===== config.mk =====
export PLATFORM = sky130hd
export DESIGN_NAME = hit_detector
export DESIGN_NICKNAME = d
export VERILOG_FILES = /design/src/rtl/game_pkg.sv /design/src/rtl/box_overlap.sv /design/src/rtl/hit_detector.sv
export SDC_FILE = /design/constraint.sdc
export NUM_CORES = 1
export LEC_CHECK = 0
export ABC_CLOCK_PERIOD_IN_PS = 3000
export BUFFER_PORTS_ARGS = -buffer_cell sky130_fd_sc_hd__buf_2
export CORE_ASPECT_RATIO = 1.5
export CORE_MARGIN = 3
export CORE_UTILIZATION = 59
export DETAILED_ROUTE_END_ITERATION = 7
export PLACE_DENSITY = 0.89
export SYNTH_ARGS = -nofsm -noshare
export SYNTH_HDL_FRONTEND = slang
export SYNTH_SLANG_ARGS = --single-unit

===== constraint.sdc =====
create_clock -name Clk -period 3 [get_ports Clk]
set_clock_uncertainty 0.1 [all_clocks]
set_input_delay 0.15 -clock Clk [delete_from_list [all_inputs] [get_ports Clk]]
set_output_delay 0.15 -clock Clk [all_outputs]
set_load 0.005 [all_outputs]

===== src/rtl/game_pkg.sv =====
// Shared types and widths for the hit detection path of the health bar.
package game_pkg;

  typedef enum logic [1:0] {READY, HIT, COOLDOWN, KO} hit_state_t;

  localparam int COORD_W = 10;
  localparam int SUM_W   = 11;

endpackage


===== src/rtl/box_overlap.sv =====
// Combinational axis-aligned box overlap test; edge-touching boxes do not overlap.
module box_overlap
  import game_pkg::*;
#(
  parameter int AW = 32,
  parameter int AH = 48,
  parameter int BW = 8,
  parameter int BH = 8
) (
  input  logic [COORD_W-1:0] ax,
  input  logic [COORD_W-1:0] ay,
  input  logic [COORD_W-1:0] bx,
  input  logic [COORD_W-1:0] by,
  output logic               overlap
);

  logic [SUM_W-1:0] ax_e, ay_e, bx_e, by_e;
  logic [SUM_W-1:0] a_right, a_bottom, b_right, b_bottom;

  // One extra bit keeps right/bottom edges near the screen limit from wrapping.
  assign ax_e = {1'b0, ax};
  assign ay_e = {1'b0, ay};
  assign bx_e = {1'b0, bx};
  assign by_e = {1'b0, by};

  assign a_right  = ax_e + SUM_W'(AW);
  assign a_bottom = ay_e + SUM_W'(AH);
  assign b_right  = bx_e + SUM_W'(BW);
  assign b_bottom = by_e + SUM_W'(BH);

  assign overlap = (ax_e < b_right) && (bx_e < a_right) &&
                   (ay_e < b_bottom) && (by_e < a_bottom);

endmodule


===== src/rtl/hit_detector.sv =====
// Per-frame player hit detection with hit pulse, invulnerability frames and KO latch.
//   state    | meaning
//   READY    | vulnerable, waiting for an overlapping frame tick
//   HIT      | hit pulse high for HIT_CYCLES clocks
//   COOLDOWN | invulnerable, counting IFRAMES frame ticks
//   KO       | health reached zero, terminal until reset
module hit_detector
  import game_pkg::*;
#(
  parameter int PW         = 32,
  parameter int PH         = 48,
  parameter int MW         = 24,
  parameter int MH         = 16,
  parameter int PRW        = 8,
  parameter int PRH        = 8,
  parameter int HIT_CYCLES = 4,
  parameter int IFRAMES    = 60
) (
  input  logic               Clk,
  input  logic               Reset_n,
  input  logic               frame_clk,
  input  logic [COORD_W-1:0] player_x,
  input  logic [COORD_W-1:0] player_y,
  input  logic [COORD_W-1:0] melee_x,
  input  logic [COORD_W-1:0] melee_y,
  input  logic               melee_active,
  input  logic [COORD_W-1:0] proj_x,
  input  logic [COORD_W-1:0] proj_y,
  input  logic               proj_active,
  input  logic [7:0]         health,
  output logic               hit,
  output logic [1:0]         hit_src,
  output logic               proj_consume,
  output logic               invuln,
  output logic               ko,
  output logic [7:0]         hit_count
);

  hit_state_t state, state_nxt;
  logic       frame_clk_q;
  logic       frame_tick;
  logic       m_box, p_box;
  logic       m_ov, p_ov;
  logic       hit_start;
  logic [3:0] hit_cnt;
  logic [7:0] frame_cnt;

  box_overlap #(.AW(PW), .AH(PH), .BW(MW), .BH(MH)) u_melee_ov (
    .ax      (player_x),
    .ay      (player_y),
    .bx      (melee_x),
    .by      (melee_y),
    .overlap (m_box)
  );

  box_overlap #(.AW(PW), .AH(PH), .BW(PRW), .BH(PRH)) u_proj_ov (
    .ax      (player_x),
    .ay      (player_y),
    .bx      (proj_x),
    .by      (proj_y),
    .overlap (p_box)
  );

  assign m_ov       = melee_active & m_box;
  assign p_ov       = proj_active & p_box;
  assign frame_tick = frame_clk & ~frame_clk_q;

  always_ff @(posedge Clk or negedge Reset_n) begin
    if (!Reset_n) begin
      state <= READY;
    end else begin
      state <= state_nxt;
    end
  end

  // Zero health wins over everything, including a hit starting this cycle.
  always_comb begin
    state_nxt = state;
    hit_start = 1'b0;
    if (health == 8'd0) begin
      state_nxt = KO;
    end else begin
      case (state)
        READY: begin
          if (frame_tick && (m_ov || p_ov)) begin
            state_nxt = HIT;
            hit_start = 1'b1;
          end
        end
        HIT: begin
          if (hit_cnt == 4'd1) state_nxt = COOLDOWN;
        end
        COOLDOWN: begin
          if (frame_tick && frame_cnt == 8'd1) state_nxt = READY;
        end
        KO:      state_nxt = KO;
        default: state_nxt = READY;
      endcase
    end
  end

  always_ff @(posedge Clk or negedge Reset_n) begin
    if (!Reset_n) begin
      frame_clk_q  <= 1'b0;
      hit_cnt      <= 4'd0;
      frame_cnt    <= 8'd0;
      hit_src      <= 2'b00;
      hit_count    <= 8'd0;
      proj_consume <= 1'b0;
    end else begin
      frame_clk_q  <= frame_clk;
      proj_consume <= hit_start & p_ov;

      if (hit_start) begin
        hit_cnt <= 4'(HIT_CYCLES);
      end else if (state == HIT && hit_cnt != 4'd0) begin
        hit_cnt <= hit_cnt - 4'd1;
      end

      // Frame ticks seen during HIT do not count toward the cooldown.
      if (state == HIT && state_nxt == COOLDOWN) begin
        frame_cnt <= 8'(IFRAMES);
      end else if (state == COOLDOWN && frame_tick && frame_cnt != 8'd0) begin
        frame_cnt <= frame_cnt - 8'd1;
      end

      if (hit_start) begin
        hit_src <= {m_ov, p_ov};
        if (hit_count != 8'hFF) hit_count <= hit_count + 8'd1;
      end
    end
  end

  assign hit    = (state == HIT);
  assign invuln = (state == COOLDOWN);
  assign ko     = (state == KO);

endmodule


==> key figures <==
Status
  • Status: finished clean

Route
  • Residual DRC: 0
  • Routed wire length: 8971 um
  • DR vias/cell: 6.003
  • 1st-iter DRT viols: 121
  • Vias: 3506
  • Post-DRT Antenna Nets: 0
  • Drt pass-1 iters: 4
  • WL/cell: 15.36 um

Cells and area
  • Area Growth Syn to Fin: 20.66%
  • Leading cell type in the layout, fill and taps excluded: buf_2
  • Finished Layout Cells: 584
  • # diodes: 0
  • Final nets: 671
  • Most frequent cells in the layout: buf_2 (86), ha_1 (83), inv_1 (31), nand2_1 (30), o21ai_0 (29)
  • Share of cells above drive strength 1: 21.79%
  • Post-Route Utilization: 74.86%

Critical path
  • Worst r2r src: frame_cnt[3]
  • Critical path buffers and inverters: 4
  • Slowest CP cell: or3_1
  • Critical path type: primary input to flip-flop
  • Startpoint types: primary input
  • Crit-path cells: buf_2 > inv_1 > ha_1 > nand3b_4 > xor2_1 > ha_1 > a21o_1 > o211ai_1 > nand4_1 > or3_1 > nor4_1 > buf_4 > nor2_2 > buf_4 > nor3_1 > xor2_1
  • Crit. End Element: flip-flop
  • R2r setup slk: 0.87 ns
  • CP max FO: 9
  • CP required: 3.10 ns
  • CP peak stage delay: 0.32 ns
  • Worst Path Arrival: 2.82 ns
  • Reg2Reg Capture Point: frame_cnt[7]
  • Delay-heaviest family, CP: simple AND/OR/NAND/NOR gates
  • R2r worst-path depth: 8

Yosys
  • Sequential area share after synthesis: 18.81%
  • Synth async-reset ratio: 100.0%
  • Syn. warnings: 0
  • Cell variety after synth: 43
  • Area contributors post-synth: ha_1 (30%), dfrtp_1 (19%), xor2_1 (6.8%)
  • Synth top area share: 30.03%
  • Yosys top cell by area: ha_1
  • Synth Area in Adders: 30.03%
  • Yosys reg bits: 26
  • Largest family of logic cells by synthesized area: adder cells
  • Syn avg cell area: 8.476 um2
  • Top FF cell, synth: dfrtp_1
  • EDFF count, synth: 0
  • Compound-cell area share of the yosys netlist: 16.53%
  • Syn Nets: 564
  • Synthesized area: 0.003458 mm2
  • Synth Instances: 408
  • Simple-Gate Fraction of Synth Area: 20.69%
  • Post-synthesis mux area share: 0.4342%
  • Xor and xnor area share after synthesis: 10.13%

STA
  • PnR worst setup slack: 0.2788 ns
  • Final hold viol count: 0
  • Tcrit/Tclk final: 90.71%
  • RSZ-0062 raised after global routing: false
  • Period minus WS final: 2.721 ns
  • Final setup viols: 0
  • Slew of the pin with the lowest slew margin: 0.6729 ns
  • Max-Slew Margin vs Limit: 55.04%
  • Slew Limit Fails: 0
  • Max frequency: 0.3675 GHz

Hold path
  • Hold Startpoint: health[2]
  • Hold/Removal Path Class: primary input to flip-flop
  • Hold Crit Depth: 4
  • Endpoint, Worst Hold: state[1]

Flow run
  • Max-cap violations: 0

CTS
  • CTS Root Cell: clkbuf_8
  • Setup bufs post-CTS: 0
  • Clk slew on worst S/H paths: 0.09 ns
  • CTS tree: done
  • Clock sinks: 26
  • Worst-Skew Late Latency: 0.28 ns
  • Cts hold-fix bufs: 2
  • Gates resized, CTS repair: 0
  • CTS max path bufs: 2
  • TritonCTS Buffers: 3
  • H-tree Lvls: 1

GRT
  • First-pass GRT wire length: 14610 um
  • GRT overflow: 0
  • Antenna violations before repair: 0
  • Vias in the first global route: 3622
  • Total GRT Usage: 26.84%
  • Largest net degree at the start of global routing: 27

Floorplanning
  • Initial Util: 62.04%
  • Die area: 0.006835 mm2
  • Core area: 0.005574 mm2
  • Die X: 68.51 um
  • I/O pins: 87
  • # rows: 33
  • Chip height: 99.77 um

Place
  • Post-DP HPWL: 7609 um
  • IO Port Bufs: 86
  • GPL Wtd Cong: 0.8800
  • Placed Cells: 578
  • Dpl ws: -0.005602 ns

Power
  • Maximum vdd drop: 0.0002746 V
  • Leak: 2.206 nW
  • Power per Cell Area: 254.0 mW/mm2
## report_power, final
group	leakage, nW	switching (W)	internal, W
Clock	0.0357	0.000114	0.000179
Sequential	0.324	0.000000250	0.000351
Combinational	1.85	0.000228	0.000187
Total	2.21	0.000343	0.000717
## registers in the layout, summed over array words and instances (netlist names)
| register | cells |
|---|---|
| hit_count | 8 |
| frame_clk_q | 1 |
| hit_src | 2 |
| proj_consume | 1 |
| frame_cnt | 8 |
| state | 2 |
| hit_cnt | 4 |
## through the flow
stage	power (W)	hold slack, ns	setup TNS, ns	cell area, um2
after floorplan	0.0005955	-0.2456	0	3458
after global placement	0.0007465	0.06620	0	4081
after detailed placement	0.0007684	0.08042	-0.005602	4081
after CTS	0.001060	0.1971	0	4173
after global routing	0.001130	0.2162	0	4173
final	0.001060	0.2093	0	4173
## how the worst max path moves through the flow
stage	startpoint	to	slack, ns	cells after the start
2_1_floorplan	player_y[4]	hit_count[1]	0.16	13
3_3_place_gp	proj_y[3]	hit_count[1]	0.07	13
3_5_place_dp	proj_y[3]	hit_count[1]	-0.006	13
4_1_cts	player_y[4]	hit_count[5]	0.27	16
5_1_grt	proj_y[3]	hit_count[7]	0.10	14
6_report	player_y[4]	hit_count[5]	0.28	16
## cell usage after synthesis, types with 2 or more instances
cell type / count
nand2b_1: 3
nor2b_1: 9
or3_1: 3
o32ai_1: 2
nand4_1: 9
and3_1: 9
dfrtp_1: 26
xor2_1: 27
a2111oi_0: 2
nor3b_1: 9
nor4_1: 4
nor3_1: 8
nand3_1: 21
a211oi_1: 4
nand2_1: 30
a221oi_1: 2
a21o_1: 8
ha_1: 83
a21oi_1: 27
and2_1: 2
xnor2_1: 13
inv_1: 31
o211ai_1: 4
o21ai_0: 29
o2111ai_1: 6
nor2_1: 20
## worst register-to-register path, delay by kind of cell (launching register included)
family / cells / cell delay (ns)
simple gates: 6 / 1.12
compound gates: 1 / 0.19
flops: 1 / 0.42
xor+xnor: 1 / 0.17
## final cells by class
class | instances | area [um2]
clock buffer | 3 | 41.29
inverter | 31 | 116.4
multi-input combinational | 351 | 2691
timing repair buffer | 102 | 555.5
fill | 403 | 1401
tap | 70 | 87.58
clock inverter | 1 | 30.03
sequential | 26 | 650.6
## layer usage
layer  global-route usage (%)  wire, um  vias to the layer above  part of all wire (%)
li1                         -         -                     1697                     -
met1                    27.38      3392                     1663                    38
met2                    50.70      4772                      120                    53
met3                    3.503       475                       26                   5.3
met4                    12.56       331                        0                   3.7
met5                        0         0                        -                     0
## logic make-up (layout without fill, tap and decap cells)
group | Yosys count | in the layout
xor gates and xnor gates | 40 | 40
buffers and inverters | 31 | 137
and+or+nand+nor | 134 | 134
AOI/OAI and AO/OA | 93 | 93
adders and majority gates | 83 | 83
DFF | 26 | 26
muxes | 1 | 1
Note: power is estimated with default switching activity, not from simulation.
